===== src/rtl/alu_issue_if.sv =====
// Issue-side, ALU-side and write-back signals of the ALU operand issue stage.
// The slave modport is the issue block's view; the master modport is its environment's view.
interface alu_issue_if;
  logic        in_valid;
  logic        in_ready;
  logic [4:0]  rs;
  logic [4:0]  rt;
  logic [3:0]  sel_in;
  logic        out_valid;
  logic        out_ready;
  logic [31:0] Op1;
  logic [31:0] Op2;
  logic [3:0]  Sel;
  logic        wb_en;
  logic [4:0]  wb_addr;
  logic [31:0] wb_data;

  modport slave (
    input  in_valid, rs, rt, sel_in, out_ready, wb_en, wb_addr, wb_data,
    output in_ready, out_valid, Op1, Op2, Sel
  );

  modport master (
    output in_valid, rs, rt, sel_in, out_ready, wb_en, wb_addr, wb_data,
    input  in_ready, out_valid, Op1, Op2, Sel
  );
endinterface


===== src/rtl/alu_issue.sv =====
// ALU operand issue stage: 32x32 register bank with write-back bypass feeding a
// two-entry (main + skid) output buffer toward the ALU.
//
// state | meaning
// EMPTY | no entry buffered, outputs invalid
// ONE   | main entry valid
// TWO   | main and skid entries valid, upstream stalled
module alu_issue (
  input  logic        clk,
  input  logic        rst_n,
  alu_issue_if.slave  bus
);

  typedef enum logic [1:0] {EMPTY = 2'd0, ONE = 2'd1, TWO = 2'd2} state_t;

  typedef struct packed {
    logic [31:0] op1;
    logic [31:0] op2;
    logic [3:0]  sel;
  } entry_t;

  state_t      state_q, state_d;
  entry_t      main_q, main_d;
  entry_t      skid_q, skid_d;
  logic [31:0] regs_q [32];
  logic [31:0] regs_d [32];

  logic   in_ready;
  logic   out_valid;
  logic   accept;
  logic   pop;
  logic   wb_hit;
  entry_t cap;

  // Ready comes from state alone so out_ready never reaches in_ready combinationally.
  assign in_ready  = (state_q != TWO);
  assign out_valid = (state_q != EMPTY);
  assign accept    = bus.in_valid && in_ready;
  assign pop       = out_valid && bus.out_ready;
  assign wb_hit    = bus.wb_en && (bus.wb_addr != 5'd0);

  assign bus.in_ready  = in_ready;
  assign bus.out_valid = out_valid;
  assign bus.Op1       = main_q.op1;
  assign bus.Op2       = main_q.op2;
  assign bus.Sel       = main_q.sel;

  // Same-cycle write-back wins over the stale bank entry.
  always_comb begin
    cap.sel = bus.sel_in;
    if (bus.rs == 5'd0)
      cap.op1 = 32'd0;
    else if (wb_hit && (bus.wb_addr == bus.rs))
      cap.op1 = bus.wb_data;
    else
      cap.op1 = regs_q[bus.rs];
    if (bus.rt == 5'd0)
      cap.op2 = 32'd0;
    else if (wb_hit && (bus.wb_addr == bus.rt))
      cap.op2 = bus.wb_data;
    else
      cap.op2 = regs_q[bus.rt];
  end

  always_comb begin
    regs_d = regs_q;
    if (wb_hit)
      regs_d[bus.wb_addr] = bus.wb_data;
  end

  always_comb begin
    state_d = state_q;
    main_d  = main_q;
    skid_d  = skid_q;
    case (state_q)
      EMPTY: begin
        if (accept) begin
          main_d  = cap;
          state_d = ONE;
        end
      end
      ONE: begin
        if (accept && pop) begin
          main_d = cap;
        end else if (accept) begin
          skid_d  = cap;
          state_d = TWO;
        end else if (pop) begin
          state_d = EMPTY;
        end
      end
      TWO: begin
        if (pop) begin
          main_d  = skid_q;
          state_d = ONE;
        end
      end
      default: state_d = EMPTY;
    endcase
  end

  always_ff @(posedge clk or negedge rst_n) begin
    if (!rst_n) begin
      state_q <= EMPTY;
      main_q  <= '0;
      skid_q  <= '0;
      for (int i = 0; i < 32; i++)
        regs_q[i] <= 32'd0;
    end else begin
      state_q <= state_d;
      main_q  <= main_d;
      skid_q  <= skid_d;
      regs_q  <= regs_d;
    end
  end

endmodule


===== src/flat_wrapper.sv =====
// flat-port wrapper written by rule: the top's interface ports become plain ports
module alu_issue_flat 
  (clk, rst_n, bus_in_valid, bus_rs, bus_rt, bus_sel_in, bus_out_ready, bus_wb_en, bus_wb_addr, bus_wb_data, bus_in_ready, bus_out_valid, bus_Op1, bus_Op2, bus_Sel);
  alu_issue_if bus_i ();
  input  logic clk;
  input  logic rst_n;
  input wire logic [$bits(bus_i.in_valid)-1:0] bus_in_valid;
  input wire logic [$bits(bus_i.rs)-1:0] bus_rs;
  input wire logic [$bits(bus_i.rt)-1:0] bus_rt;
  input wire logic [$bits(bus_i.sel_in)-1:0] bus_sel_in;
  input wire logic [$bits(bus_i.out_ready)-1:0] bus_out_ready;
  input wire logic [$bits(bus_i.wb_en)-1:0] bus_wb_en;
  input wire logic [$bits(bus_i.wb_addr)-1:0] bus_wb_addr;
  input wire logic [$bits(bus_i.wb_data)-1:0] bus_wb_data;
  output wire logic [$bits(bus_i.in_ready)-1:0] bus_in_ready;
  output wire logic [$bits(bus_i.out_valid)-1:0] bus_out_valid;
  output wire logic [$bits(bus_i.Op1)-1:0] bus_Op1;
  output wire logic [$bits(bus_i.Op2)-1:0] bus_Op2;
  output wire logic [$bits(bus_i.Sel)-1:0] bus_Sel;
  assign bus_i.in_valid = bus_in_valid;
  assign bus_i.rs = bus_rs;
  assign bus_i.rt = bus_rt;
  assign bus_i.sel_in = bus_sel_in;
  assign bus_i.out_ready = bus_out_ready;
  assign bus_i.wb_en = bus_wb_en;
  assign bus_i.wb_addr = bus_wb_addr;
  assign bus_i.wb_data = bus_wb_data;
  assign bus_in_ready = bus_i.in_ready;
  assign bus_out_valid = bus_i.out_valid;
  assign bus_Op1 = bus_i.Op1;
  assign bus_Op2 = bus_i.Op2;
  assign bus_Sel = bus_i.Sel;
  alu_issue u_core (.clk(clk), .rst_n(rst_n), .bus(bus_i));
endmodule

===== config.mk =====
export PLATFORM = sky130hd
export DESIGN_NAME = alu_issue_flat
export DESIGN_NICKNAME = d
export VERILOG_FILES = /design/src/rtl/alu_issue_if.sv /design/src/rtl/alu_issue.sv /design/src/flat_wrapper.sv
export SDC_FILE = /design/constraint.sdc
export NUM_CORES = 2
export LEC_CHECK = 0
export BUFFER_PORTS_ARGS = -buffer_cell sky130_fd_sc_hd__buf_2
export CAP_MARGIN = 30
export CORE_MARGIN = 5
export CORE_UTILIZATION = 26
export DETAILED_ROUTE_END_ITERATION = 8
export SYNTH_ARGS = -nofsm -noshare
export SYNTH_HDL_FRONTEND = slang
export SYNTH_SLANG_ARGS = --single-unit

===== constraint.sdc =====
create_clock -name clk -period 2.16 [get_ports clk]
set_clock_uncertainty 0.1 [all_clocks]
set_input_delay 0.108 -clock clk [delete_from_list [all_inputs] [get_ports clk]]
set_output_delay 0.108 -clock clk [all_outputs]
set_load 0.03 [all_outputs]

Word-level counts from Yosys, hierarchy flattened

Cells that the tools add are included.

Magnitude comparators: 4
Equality and inequality tests: 10
Muxes and demuxes: 23
Bitwise logic cells: 4
Reduce and logical (&&, ||, !) cells: 16

Operators by type and width:

| operator                                                                      | count |
|---|---|
| 1024-bit bitwise mux                                                          | 1 |
| 32-bit binary-select mux with 5-bit select                                    | 2 |
| 32-bit 2-to-1 mux                                                             | 9 |
| 68-bit 2-to-1 mux                                                             | 3 |
| 68-bit one-hot mux with 3 select lines                                        | 1 |
| 32-bit demux with 5-bit select                                                | 1 |
| 6-bit greater-or-equal comparator (second input constant)                     | 3 |
| 5-bit inverter with 6-bit output                                              | 3 |
| 5-bit equality test                                                           | 2 |
| 5-bit logical NOT                                                             | 2 |
| 2-bit 2-to-1 mux                                                              | 5 |
| 4-bit AND reduction                                                           | 2 |
| 1-bit logical AND                                                             | 7 |
| 6-bit by 1-bit less-than comparator with 1-bit output (second input constant) | 1 |
| 2-bit by 1-bit inequality test with 1-bit output (second input constant)      | 3 |
| 2-bit one-hot mux with 3 select lines                                         | 1 |
| 5-bit nonzero test                                                            | 1 |
| 2-bit inequality test (second input constant)                                 | 2 |
| 3-bit by 1-bit inequality test with 1-bit output (second input constant)      | 1 |
| 3-bit AND reduction                                                           | 1 |
| 3-bit nonzero test                                                            | 1 |
| 2-bit by 1-bit equality test with 1-bit output (second input constant)        | 1 |
| 2-bit equality test (second input constant)                                   | 1 |
| 2-bit logical NOT                                                             | 1 |
| other kinds (2)                                                               | 2 |

Register bits: 1162
Bits of input ports: 56
Output and inout port bits: 70
Word-level logic and storage cells: 96

Longest topological paths before layout

Depth in word-level cells: 8
Gate-level depth with buffers: 11
Gate-level depth less buffers: 7

Least setup slack after synthesis

No wires, ideal clock.

Path kind: input -> register
Start: input bus_rt[0]
End: register u_core.main_q (netlist bit u_core.bus.Op2[16])
Setup time: 0.127 ns
Arrival: 1.816 ns
Data required time: 1.933 ns
Path slack: 0.118 ns
Cell stages on the path: 9
Buffers on the path: 4
Cells stage by stage: buf_2 buf_6 buf_6 buf_2 mux4_2 o2111ai_1 nand3_1 o211ai_1 a21oi_1

Cells in the longest elaborated chain, start to end: 8
Elaborated cells between the ends (all ways): 12
Classes of those cells: eq/ne: 1; mux: 8; bitwise: 1; reduce/logical: 2

Ends and longest elaborated chain:

| item                                                   | line                             | text |
|---|---|---|
| start: declaration                                     | flat_wrapper.sv:9                | `input wire logic [$bits(bus_i.rt)-1:0] bus_rt;` |
| 5-bit inverter with 6-bit output (not written as such) | alu_issue.sv:62                  | `cap.op2 = regs_q[bus.rt];` |
| 32-bit binary-select mux with 5-bit select             | alu_issue.sv:62                  |  |
| 32-bit 2-to-1 mux (not written as such) (2 in a row)   | alu_issue.sv:62                  |  |
| 32-bit 2-to-1 mux                                      | alu_issue.sv:59                  | `else if (wb_hit && (bus.wb_addr == bus.rt))` |
| 32-bit 2-to-1 mux (*)                                  | alu_issue.sv:57                  | `if (bus.rt == 5'd0)` |
| 68-bit 2-to-1 mux (on tied branches)                   | alu_issue.sv:83, alu_issue.sv:77 |  |
| 68-bit one-hot mux with 3 select lines (*)             | alu_issue.sv:75                  | `case (state_q)` |
| end signal: assignment                                 | alu_issue.sv:111                 | `main_q <= main_d;` |
| end: declaration                                       | alu_issue.sv:23                  | `entry_t main_q, main_d;` |

Every way passes the cells marked *; elsewhere a longest branch is shown, timed or not. The select of a mux whose other input is x is not followed.
A chain may end at the register's enable or synchronous reset.

Worst setup path in the final report

Start: register u_core.regs_q[834] (netlist bit)
End: register u_core.main_q (netlist bit u_core.bus.Op1[2])

Cells in the longest elaborated chain, start to end: 7
Elaborated cells between the ends (all ways): 8
Classes of those cells: mux: 8

Ends and longest elaborated chain:

| item                                                     | line                             | text |
|---|---|---|
| start: declaration                                       | alu_issue.sv:25                  | `logic [31:0] regs_q [32];` |
| start signal: assignment                                 | alu_issue.sv:113                 | `regs_q <= regs_d;` |
| 32-bit binary-select mux with 5-bit select (*)           | alu_issue.sv:56                  | `cap.op1 = regs_q[bus.rs];` |
| 32-bit 2-to-1 mux (not written as such) (*) (2 in a row) | alu_issue.sv:56                  |  |
| 32-bit 2-to-1 mux (*)                                    | alu_issue.sv:53                  | `else if (wb_hit && (bus.wb_addr == bus.rs))` |
| 32-bit 2-to-1 mux (*)                                    | alu_issue.sv:51                  | `if (bus.rs == 5'd0)` |
| 68-bit 2-to-1 mux (on tied branches)                     | alu_issue.sv:83, alu_issue.sv:77 |  |
| 68-bit one-hot mux with 3 select lines (*)               | alu_issue.sv:75                  |  |

Marks and branches as above.

==> impl_metrics.ini <==
[outcome]
run_status = finished clean

[sta]
final-hold-violation-count = 0
max_freq_mhz = 470
slew_viol_final = 0
timing.final.crit_share_pct = 98.5
slew_headroom_pct = 42.7
setup_viol = 0
unrepaired_setup_endpoints_after_global_routing = yes
fin_crit_ns = 2.13
tightest_slew_ns = 0.857
fin_setup_tns_ns = 0

[worst_setup_path]
critical_path.n_buffers_inverters = 1
critical-path-max-stage-delay_ns = 0.49
critPathMaxFanout = 3
critical_path_cell_by_cell = mux4_2 > mux2i_2 > o22ai_2 > a221oi_4 > buf_6 > o31ai_1
cell_type_of_the_slowest_stage_on_the_worst_timing_path = sky130_fd_sc_hd__mux4_2
worst_setup_path_start_kind = register
setup.worst_path.class = reg -> reg
critical_path.top_delay_family = multiplexers
worst_ep_arrival_time_ns = 2.67
cp.required_ns = 2.71
critPathCaptureType = register

[cts]
buffer_type_at_the_clock_tree_root = sky130_fd_sc_hd__clkbuf_16
cts_inserted_buffers = 133
cts.sinks = 1162
clk_latency_ns = 0.77
htree_num_levels = 4
cts_tree = yes
cts.reportedPaths.clkPinSlew_ns = 0.06
max-clock-path-buffers = 3

[routing]
vias = 44300
drt-vias-per-instance = 5.43
route.antenna.remaining_nets = 0
finalWirelength_mm = 225
dr.first_iter.drc_count = 4399
dr.pass1.iters = 6
drc_errors = 0
route.detailed.wl_per_inst_um = 27.6

[floorplan]
rows = 178
initial_core_util_pct = 26.1
fp.coreArea_um2 = 235000
die-width_um = 495
area_of_the_die_um2 = 245000
ioPinCount = 126
die_height_um = 495

[power]
power_density_nw_per_um2 = 920
max-vdd-ir-drop_v = 0.000801
total_leakage_power_nw = 32.6

[finish]
final_cell_count_no_fill = 8157
area_delta_synth_final_pct = 22.2
nets = 4958
drive_gt1_share_pct = 45.7

[yosys]
synth_edf_count = 0
main_combinational_cell_family_by_area_after_synthesis = multiplexers
synth_area_um2 = 61300
asyncSetResetFlopFracSynth_pct = 100
synthesis.nets = 4598
synthMuxAreaShare_pct = 38.0
synth-seq-area-share_pct = 47.5
yosysWarningCount = 0
post_synth_and_or_nand_nor_area_fraction_pct = 3.13
number_of_register_bits_inferred_by_synthesis = 1162
syn_inst = 4542
compound_cell_area_share_of_the_yosys_netlist_pct = 7.39
synth.avg_cell_area_um2 = 13.5
synth_fa_ha_area_share_pct = 0
synth.distinct_cells = 60
yosys.area_share.xor_xnor_pct = 0.143
synth_flop_cell = sky130_fd_sc_hd__dfrtp_1

[place]
number_of_buffers_inserted_by_port_buffering = 125
gp_congestion = 0.898
dp_hpwl_mm = 151
numPlacedInstances = 7860

[grt]
grt_start_max_net_pins = 97
grt_antenna_before_repair = 22
grt-ovfl-total = 0
track_usage_pct = 17.9
first_global_vias = 44600
first_pass_grt_wire_length_mm = 325

[job]
max_cap_violations = 0

[worst_hold_path]
min-delay-path-class = in -> reg
==> placed cells by master (no fill, tap or decap), types with 106 or more instances in the layout <==
cell type and n:
sky130_fd_sc_hd__dfrtp_1 1162, sky130_fd_sc_hd__mux2_2 1013, sky130_fd_sc_hd__buf_4 388, sky130_fd_sc_hd__mux4_2 329, sky130_fd_sc_hd__mux2i_1 295, sky130_fd_sc_hd__buf_12 155, sky130_fd_sc_hd__clkbuf_16 134, sky130_fd_sc_hd__mux2_1 132
sky130_fd_sc_hd__nand2_1 130, sky130_fd_sc_hd__buf_2 117, sky130_fd_sc_hd__o21ai_1 112, sky130_fd_sc_hd__a21oi_1 111, sky130_fd_sc_hd__a22oi_1 106
==> routing by layer <==
layer	global-route usage [%]	routed length, µm
met1	24.6	94400
met5	0	83
met4	6.75	9000
met2	27.5	101000
met3	4.26	20900
==> final timing paths <==
check | start | end | slack, ns | depth (start not counted)
setup / recovery | u_core.regs_q[834] | u_core.bus.Op1[2] | 0.03 | 6
hold / removal | bus_out_ready | u_core.state_q[1] | 0.04 | 3
setup reg to reg | u_core.regs_q[834] | u_core.bus.Op1[2] | 0.03 | 6
hold reg to reg | u_core.regs_q[1022] | u_core.regs_q[1022] | 0.30 | 0
max in group asynchronous | rst_n | u_core.regs_q[675] | 0.26 | 5
min in group asynchronous | rst_n | u_core.regs_q[888] | 0.26 | 3
==> final cells by class <==
type / count / area (µm²)
antenna: 5 / 12.5
tap: 3150 / 3940
clock buffer: 200 / 3990
fill: 23200 / 160000
timing repair buffer: 720 / 7240
sequential: 1162 / 29100
multi-input combinational: 2883 / 30100
inverter: 2 / 11.3
clock inverter: 35 / 434
==> Yosys cell counts, types with 79 or more instances <==
| master | instances | area [µm²] |
|---|---|---|
| sky130_fd_sc_hd__a21oi_1 | 112 | 561 |
| sky130_fd_sc_hd__a22oi_1 | 106 | 796 |
| sky130_fd_sc_hd__buf_2 | 117 | 586 |
| sky130_fd_sc_hd__clkbuf_1 | 257 | 965 |
| sky130_fd_sc_hd__dfrtp_1 | 1162 | 29100 |
| sky130_fd_sc_hd__mux2_1 | 132 | 1490 |
| sky130_fd_sc_hd__mux2_2 | 1013 | 11400 |
| sky130_fd_sc_hd__mux2i_1 | 299 | 2990 |
| sky130_fd_sc_hd__mux4_2 | 329 | 7410 |
| sky130_fd_sc_hd__nand2_1 | 143 | 537 |
| sky130_fd_sc_hd__nor2_1 | 84 | 315 |
| sky130_fd_sc_hd__o21ai_1 | 114 | 571 |
| sky130_fd_sc_hd__o22ai_1 | 79 | 494 |
==> state kept, by name (all words and copies together) (netlist names) <==
register	flops
u_core.state_q	2
u_core.bus.Op2	32
u_core.bus.Sel	4
u_core.regs_q	1024
u_core.skid_q	68
u_core.bus.Op1	32
==> cell families (layout without fill, tap and decap cells) <==
group,count (synthesis),in the layout
XOR/XNOR,10,10
buffers and inverters,497,957
AND/OR/NAND/NOR,408,408
other,0,5
AO/OA/AOI/OAI,692,692
multiplexers,1773,1773
flip-flops,1162,1162
==> through the flow <==
stage,hold WS (ns),area [µm²],total power [mW],setup slack (ns),utilization [%]
2_1_floorplan,-0.288,61300,39.4,0.118,-
3_3_place_gp,-0.0584,69700,45.2,-0.544,29.7
3_5_place_dp,-0.0646,69700,45.7,-0.531,29.7
4_1_cts,0.00238,74700,69.0,0.0114,31.8
5_1_grt,0.0405,74800,71.7,-0.0322,31.8
6_report,0.0401,74800,68.9,0.0320,31.8
==> where the power goes <==
part	leakage, nW	switching [mW]	internal [mW]
Combinational	15.5	7.56	8.22
Clock	2.18	9.41	13.6
Sequential	14.9	3.77	26.3
==> what timing repair did <==
item                        CTS  global route
setup buffers                 1             3
setup endpoints to repair     5            25
resized for setup             4            16
pin swaps                     0             4
hold endpoints to repair   2250             0
hold buffers                 52             0
==> worst min-delay path, cell delays in order <==
cell and delay [ns]:
sky130_fd_sc_hd__dlygate4sd3_1 0.52, sky130_fd_sc_hd__buf_2 0.18, sky130_fd_sc_hd__nor2_1 0.06
Note: power is estimated with default switching activity, not from simulation.
